[src/rtl/seven_seg_pkg.sv]
// Shared types and constants for the seven-segment scan controller.
package seven_seg_pkg;

    typedef logic [3:0] nibble_t;

    localparam logic ANODE_OFF = 1'b1;
    localparam logic DP_OFF    = 1'b1;

    localparam int unsigned DEFAULT_NUM_DIGITS = 4;

endpackage

[src/rtl/seven_seg_scanner_scan_tick_gen.sv]
// Digit-slot timer: counts PRESCALE cycles per slot and flags the slot end and
// whether the next cycle falls inside the lit (post-blanking) window.
module scan_tick_gen #(
    parameter int unsigned PRESCALE     = 100000,
    parameter int unsigned BLANK_CYCLES = 1000
) (
    input  logic clk,
    input  logic rst,
    output logic slot_end,
    output logic lit_next
);

    localparam int unsigned CNT_W = $clog2(PRESCALE);

    logic [CNT_W-1:0] slot_cnt_q, slot_cnt_d;

    assign slot_end = (slot_cnt_q == CNT_W'(PRESCALE - 1));

    always_comb begin
        slot_cnt_d = slot_end ? '0 : slot_cnt_q + 1'b1;
        // Outputs downstream are registered from next-state, so judge the window on slot_cnt_d.
        lit_next   = (32'(slot_cnt_d) >= BLANK_CYCLES);
    end

    always_ff @(posedge clk) begin
        if (rst) begin
            slot_cnt_q <= '0;
        end else begin
            slot_cnt_q <= slot_cnt_d;
        end
    end

endmodule

[src/rtl/seven_seg_scanner.sv]
// Multiplexed common-anode seven-segment scan controller with frame-aligned commit.
// Optional build macro LEADING_ZERO_BLANK_EN darkens leading zero digits.
module seven_seg_scanner
    import seven_seg_pkg::*;
#(
    parameter int unsigned NUM_DIGITS   = DEFAULT_NUM_DIGITS,
    parameter int unsigned PRESCALE     = 100000,
    parameter int unsigned BLANK_CYCLES = 1000
) (
    input  logic                    clk,
    input  logic                    rst,
    input  logic [4*NUM_DIGITS-1:0] value_in,
    input  logic [NUM_DIGITS-1:0]   dp_in,
    input  logic                    load,
    output logic                    pending,
    output logic [3:0]              digit_num,
    output logic [NUM_DIGITS-1:0]   an_n,
    output logic                    dp_n,
    output logic                    frame_start
);

    localparam int unsigned IDX_W = (NUM_DIGITS > 1) ? $clog2(NUM_DIGITS) : 1;
    localparam logic [IDX_W-1:0] LAST_IDX = IDX_W'(NUM_DIGITS - 1);

    logic slot_end;
    logic lit_next;

    logic [IDX_W-1:0]        digit_idx_q, digit_idx_d;
    logic [4*NUM_DIGITS-1:0] shadow_val_q, shadow_val_d;
    logic [NUM_DIGITS-1:0]   shadow_dp_q, shadow_dp_d;
    logic [4*NUM_DIGITS-1:0] staged_val_q, staged_val_d;
    logic [NUM_DIGITS-1:0]   staged_dp_q, staged_dp_d;
    logic                    pending_q, pending_d;
    nibble_t                 digit_num_q, digit_num_d;
    logic [NUM_DIGITS-1:0]   an_n_q, an_n_d;
    logic                    dp_n_q, dp_n_d;
    logic                    frame_start_q, frame_start_d;

    logic                    frame_bound;
    logic [NUM_DIGITS-1:0]   dark;
    logic                    zero_above;
    logic                    sel_dp;
    logic                    sel_dark;
    logic                    lit;

    scan_tick_gen #(
        .PRESCALE     (PRESCALE),
        .BLANK_CYCLES (BLANK_CYCLES)
    ) u_tick (
        .clk      (clk),
        .rst      (rst),
        .slot_end (slot_end),
        .lit_next (lit_next)
    );

    assign frame_bound = slot_end && (digit_idx_q == LAST_IDX);

    // Digit index and load/commit handling.
    always_comb begin
        digit_idx_d  = digit_idx_q;
        shadow_val_d = shadow_val_q;
        shadow_dp_d  = shadow_dp_q;
        staged_val_d = staged_val_q;
        staged_dp_d  = staged_dp_q;
        pending_d    = pending_q;

        if (slot_end) begin
            digit_idx_d = (digit_idx_q == LAST_IDX) ? '0 : digit_idx_q + 1'b1;
        end

        if (load && frame_bound) begin
            shadow_val_d = value_in;
            shadow_dp_d  = dp_in;
            pending_d    = 1'b0;
        end else if (load) begin
            staged_val_d = value_in;
            staged_dp_d  = dp_in;
            pending_d    = 1'b1;
        end else if (frame_bound && pending_q) begin
            shadow_val_d = staged_val_q;
            shadow_dp_d  = staged_dp_q;
            pending_d    = 1'b0;
        end
    end

`ifdef LEADING_ZERO_BLANK_EN
    // A digit stays dark when it and everything above it is zero with no dp request.
    always_comb begin
        dark       = '0;
        zero_above = 1'b1;
        for (int i = NUM_DIGITS - 1; i >= 0; i--) begin
            zero_above = zero_above && (shadow_val_d[4*i +: 4] == 4'h0);
            dark[i]    = (i > 0) && zero_above && !shadow_dp_d[i];
        end
    end
`else
    always_comb begin
        dark       = '0;
        zero_above = 1'b0;
    end
`endif

    // Output decode from next-state so outputs move on the same edge as the counters.
    always_comb begin
        digit_num_d = '0;
        sel_dp      = 1'b0;
        sel_dark    = 1'b0;
        for (int i = 0; i < NUM_DIGITS; i++) begin
            if (IDX_W'(i) == digit_idx_d) begin
                digit_num_d = shadow_val_d[4*i +: 4];
                sel_dp      = shadow_dp_d[i];
                sel_dark    = dark[i];
            end
        end

        lit    = lit_next && !sel_dark;
        an_n_d = {NUM_DIGITS{ANODE_OFF}};
        for (int i = 0; i < NUM_DIGITS; i++) begin
            if (lit && (IDX_W'(i) == digit_idx_d)) begin
                an_n_d[i] = 1'b0;
            end
        end

        dp_n_d        = lit ? ~sel_dp : DP_OFF;
        frame_start_d = frame_bound;
    end

    always_ff @(posedge clk) begin
        if (rst) begin
            digit_idx_q   <= '0;
            shadow_val_q  <= '0;
            shadow_dp_q   <= '0;
            staged_val_q  <= '0;
            staged_dp_q   <= '0;
            pending_q     <= 1'b0;
            digit_num_q   <= '0;
            an_n_q        <= {NUM_DIGITS{ANODE_OFF}};
            dp_n_q        <= DP_OFF;
            frame_start_q <= 1'b0;
        end else begin
            digit_idx_q   <= digit_idx_d;
            shadow_val_q  <= shadow_val_d;
            shadow_dp_q   <= shadow_dp_d;
            staged_val_q  <= staged_val_d;
            staged_dp_q   <= staged_dp_d;
            pending_q     <= pending_d;
            digit_num_q   <= digit_num_d;
            an_n_q        <= an_n_d;
            dp_n_q        <= dp_n_d;
            frame_start_q <= frame_start_d;
        end
    end

    assign pending     = pending_q;
    assign digit_num   = digit_num_q;
    assign an_n        = an_n_q;
    assign dp_n        = dp_n_q;
    assign frame_start = frame_start_q;

endmodule
[config.mk]
export PLATFORM = sky130hd
export DESIGN_NAME = seven_seg_scanner
export DESIGN_NICKNAME = d
export VERILOG_FILES = /design/src/rtl/seven_seg_pkg.sv /design/src/rtl/seven_seg_scanner_scan_tick_gen.sv /design/src/rtl/seven_seg_scanner.sv
export SDC_FILE = /design/constraint.sdc
export NUM_CORES = 1
export LEC_CHECK = 0
export CELL_PAD_IN_SITES_DETAIL_PLACEMENT = 0
export CELL_PAD_IN_SITES_GLOBAL_PLACEMENT = 1
export CORE_AREA = 5 5 96 98
export DETAILED_ROUTE_END_ITERATION = 16
export DIE_AREA = 0 0 101 103
export GPL_ROUTABILITY_DRIVEN = 1
export GPL_TIMING_DRIVEN = 0
export PLACE_DENSITY_LB_ADDON = 0.1
export SYNTH_ARGS = -nofsm -noshare
export SYNTH_HDL_FRONTEND = slang
export SYNTH_SLANG_ARGS = --single-unit
[constraint.sdc]
create_clock -name clk -period 4.2 [get_ports clk]
set_input_delay 0.84 -clock clk [delete_from_list [all_inputs] [get_ports clk]]
set_output_delay 0.84 -clock clk [all_outputs]
set_load 0.005 [all_outputs]
# Word level (Yosys, flattened, before mapping)

Index checks and enable logic that the tools add are counted.

Flip-flop bits (word level): 70
Bits of input ports: 23
Output and inout port bits: 11
Logic and storage cells: 57

$add $sub $neg: 2
Order comparisons: 1
Eq/ne operators: 5
Mux-type cells: 23
Bitwise operators: 3
Reduce and logical (&&, ||, !) cells: 12

Operator list:

| cell                                                   | number |
|---|---|
| 2-to-1 mux 16 bit                                      | 3 |
| 2-to-1 mux 4 bit                                       | 7 |
| adder 17 x 1 -> 17 bit (second input constant)         | 1 |
| equality test 17 bit (second input constant)           | 1 |
| >= comparator 17 x 10 -> 1 bit (second input constant) | 1 |
| 2-to-1 mux 17 bit                                      | 1 |
| 2-to-1 mux 1 bit                                       | 10 |
| logical AND 1 bit                                      | 7 |
| equality test 2 bit (first input constant)             | 2 |
| 2-to-1 mux 2 bit                                       | 2 |
| OR reduction 2 bit                                     | 2 |
| inverter 1 bit                                         | 3 |
| adder 2 x 1 -> 2 bit (second input constant)           | 1 |
| equality test 1 x 2 -> 1 bit (first input constant)    | 1 |
| equality test 2 bit (second input constant)            | 1 |
| logical NOT 2 bit                                      | 1 |
| AND reduction 2 bit                                    | 1 |
| nonzero test 2 bit                                     | 1 |

# Depth between registers and ports, before layout

Depth after elaboration: 11
Depth in mapped cells: 11
Mapped depth without buffers: 8

# Hierarchy

Synthesis repeated with hierarchy kept, for this count alone.

Cells, all modules: 421
Area total of the unflattened synthesis: 3515.9 µm²

By module, submodules not included:

| module            | instances | cells an instance | area an instance (µm²) | sequential area each (µm²) |
|---|---|---|---|---|
| seven_seg_scanner | 1         | 300               | 2477.4                 | 1061.0 |
| scan_tick_gen     | 1         | 121               | 1038.5                 | 340.3 |

# Worst setup path before layout

OpenSTA, ideal clock, no wires.

Path type: reg-to-reg
From: reg u_tick.slot_cnt_q[0]
To: reg digit_num_q[3] (netlist: digit_num[3])
Library setup time: 0.129 ns
Data arrival time: 2.055 ns
Required time: 4.071 ns
Setup slack: 2.016 ns
Cell stages (with the launch flop): 10
Path buffers: 2
Period minus slack after synthesis: 2.184 ns
Cell sequence: dfxtp_1 > ha_1 > and4_4 > buf_6 > and4_1 > buf_6 > mux2i_1 > nor2b_1 > a22o_1 > nor3_2

Cells in the longest elaborated chain, start to end: 10
Elaborated cells on any way between the ends: 16
Classes of those cells: 4 x eq/ne; 8 x mux; 4 x reduce/logical

RTL lines:

| item                           | RTL line                              | text |
|---|---|---|
| start: declaration             | seven_seg_scanner_scan_tick_gen.sv:15 | `logic [CNT_W-1:0] slot_cnt_q, slot_cnt_d;` |
| start signal: assignment       | seven_seg_scanner_scan_tick_gen.sv:29 | `slot_cnt_q <= slot_cnt_d;` |
| equality test 17 bit *         | seven_seg_scanner_scan_tick_gen.sv:17 | `assign slot_end = (slot_cnt_q == CNT_W'(PRESCALE - 1));` |
| logical AND 1 bit              | seven_seg_scanner.sv:56               | `assign frame_bound = slot_end && (digit_idx_q == LAST_IDX);` |
| logical AND 1 bit              | seven_seg_scanner.sv:79               | `end else if (frame_bound && pending_q) begin` |
| 2-to-1 mux 16 bit              | seven_seg_scanner.sv:79               |  |
| 2-to-1 mux 16 bit              | seven_seg_scanner.sv:75               | `end else if (load) begin` |
| 2-to-1 mux 16 bit              | seven_seg_scanner.sv:71               | `if (load && frame_bound) begin` |
| 2-to-1 mux 4 bit (3 in series) | seven_seg_scanner.sv:109              | `if (IDX_W'(i) == digit_idx_d) begin` |
| 2-to-1 mux 4 bit *             | seven_seg_scanner.sv:109              |  |
| end signal: assignment         | seven_seg_scanner.sv:147              | `digit_num_q <= digit_num_d;` |
| end: declaration               | seven_seg_scanner.sv:34               | `nibble_t digit_num_q, digit_num_d;` |

Mark *: on every way between the ends. The rest lies on a longest branch, timed or not.
A chain may end at the register's enable or synchronous reset.

# Worst setup path after layout

Ends and elaborated chain as after synthesis.

==> summary.md <==
| Metric | Value |
|---|---|
| CTS buffer count | 9 |
| WL/cell | 16.1 um |
| DRT iter0 DRCs | 130 |
| Gpl congestion | 0.780 |
| Buffers on Ports | 32 |
| R2R setup slack | 1.49 ns |
| Post-Syn Instances | 372 |
| Placed Area | 3650 um^2 |
| IO Pins | 34 |
| Worst Path Buf+Inv | 2 |
| Seq/Total Area, Yosys | 0.438 |
| Worst-margin pin slew | 0.686 ns |
| Clock Latency Late Sink | 0.34 ns |
| Core Footprint | 8380 um^2 |
| Setup CP Type | flop to flop |
| CTS tree | built |
| Area delta synth->final | 20.2% |
| Worst setup path start | u_tick.slot_cnt_q[0] |
| Sum Neg Setup Slack | 0 ns |
| Initial Util | 0.381 |
| Fin util | 0.458 |
| Crit-path most repeated cell | buf_6 |
| Detail Route Antenna Nets | 0 |
| Worst-path maximum fanout | 8 |
| DR pass1 iterations | 4 |
| CTS root buf | clkbuf_8 |
| Post_cts resized | 0 |
| First-pass GRT wire length | 13700 um |
| Skew final | 0.0108 ns |
| Finished Cell Area | 3840 um^2 |
| All-Layer GR Usage | 0.170 |
| CTS max path bufs | 2 |
| Fin. Hold Viols | 0 |
| H-tree depth | 3 |
| # clock sinks | 70 |
| RSZ-0062 raised after global routing | false |
| Power Dens Cells | 338 nW/um^2 |
| Worst vdd ir | 0.000132 V |
| Yosys Warn Count | 0 |
| FILL cells | 840 |
| Area of the multi-input gates | 1600 um^2 |
| Layout cells sized above 1 | 0.0976 |
| Startpoint Class | flop |
| Fin crit period | 2.71 ns |
| Clk slew on worst S/H paths | 0.08 ns |
| Mean number of vias per cell | 5.24 |
| Avg Cell Area, Syn | 8.59 um^2 |
| FF/Latch Area | 1400 um^2 |
| Cts hold-fix bufs | 0 |
| WL final | 8480 um |
| Die Ht | 103 um |
| Largest net degree at the start of global routing | 13 |
| Hold Startpoint | u_tick.slot_cnt_q[0] |
| Final Max Tran Viols | 0 |
| Initial antenna violation count | 0 |
| Critical Path RT | 4.42 ns |
| Setup violators final | 0 |
| Setup Buffers After CTS | 0 |
| # DRC | 0 |
| Worst setup margin | 1.49 ns |
| GRT overflow | 0 |
| Leakage power | 1.42 nW |
| Antenna Cells | 0 |
| Post-Syn Area | 3200 um^2 |
| CP max stage delay | 0.58 ns |
| Hold Path Class | flop to flop |
| Post-synth EDFFs | 0 |
| Total nets after synthesis | 397 |
| Critical path arrival | 2.93 ns |
| Fmax | 369 MHz |
| Crit-path slowest cell | nor2b_1 |
| Die Area | 10400 um^2 |
| Max Cap Viol | 0 |
| Fin crit share | 0.645 |
| Row cnt | 34 |
| Vias in the first global route | 2705 |
| CP delay by family, top | simple AND/OR/NAND/NOR gates |
| Dpl hpwl | 5820 um |
| CP cell instances | ha_1, and4_4, buf_6, and4_1, buf_6, mux2i_1, nor2b_1, a22o_1, nor3_2 |
| Synth cell types | 41 |
| Die width | 101 um |
| Ys flop type | dfxtp_1 |
| Origin of the critical flop-to-flop path | u_tick.slot_cnt_q[0] |
| Critical Path Sink Type | flop |
| Setup WS pre-CTS | 1.35 ns |
| Post-layout nets | 440 |
| Status | completed |
| Yosys reg bits | 70 |
| Vias | 2766 |
| Ys async rst share | 0 |
| Slew margin rel. | 0.543 |
## stage by stage
stage	hold WS (ns)	cells	power [W]
final	0.442	528	0.00130
after global routing	0.474	528	0.00135
after floorplan	0.413	372	0.000736
after CTS	0.448	528	0.00132
after global placement	0.421	512	0.000779
after detailed placement	0.433	512	0.000780
## worst paths after layout
kind | endpoint | cells after the start
max reg2reg | digit_num[3] | 9
min reg2reg | u_tick.slot_cnt_q[0] | 1
min | u_tick.slot_cnt_q[0] | 1
max | digit_num[3] | 9
## report_power, final
part           switching [W]  internal (W)
Sequential        0.00000759      0.000677
Combinational      0.0000467     0.0000327
Clock               0.000259      0.000274
## cell families (layout without fill, tap and decap cells)
logic type,after synthesis,after routing,share of synthesized area
mux,2,2,0.00626
flops,70,70,0.438
fa+ha+maj,2,2,0.00783
xor+xnor,19,19,0.0521
buf+inv,36,84,0.0599
simple gates,160,160,0.232
compound gates,83,83,0.204
## flip-flops by register name (all words and copies together) (netlist names)
register and count:
an_n 4, digit_idx_q 2, digit_num 4, dp_n 1, frame_start 1, pending 1, shadow_dp_q 4, shadow_val_q 16
staged_dp_q 4, staged_val_q 16, u_tick.slot_cnt_q 17
## layout make-up
class	count	area share
clock inverters	6	0.0160
plain buffers	35	0.0489
repair buffers	32	0.0834
well taps	108	0.0352
clock buffers	10	0.0332
flip-flops and latches	70	0.365
multi-input cells	266	0.418
inverters	1	0.000977
## placed cells by master (no fill, tap or decap), types with 4 or more instances in the layout
cell type	count
xor2_1	12
dfxtp_1	70
a21oi_1	20
and4_1	5
nor2b_1	4
nor3_2	4
nand2_1	50
xnor2_1	7
clkbuf_8	9
a31oi_1	4
and2_1	4
a22o_1	28
nor2_1	67
buf_2	8
a32o_1	20
clkdlybuf4s50_1	32
clkbuf_1	19
buf_6	5
nand3_1	12
## Yosys cell counts, drive strengths merged (6+ instances only)
cell type  instances  area (um^2)
dfxtp             70         1400
nor2              67          251
nand2             51          194
a22o              28          245
a21oi             20          100
a32o              20          200
clkbuf            19         72.6
buf               16          115
nand3             12         60.1
xor2              12          105
xnor2              7         61.3
and4               6         55.1
## layer usage
layer / share of wire / vias to the layer above / global-route usage / routed length [um]
met5: 0 / - / 0 / 0
met4: 0.016 / 0 / 0.0706 / 137
met3: 0.031 / 11 / 0.0264 / 261
met2: 0.48 / 42 / 0.277 / 4040
met1: 0.48 / 1316 / 0.227 / 4040
li1: - / 1397 / - / -
Note: power is estimated with default switching activity, not from simulation.
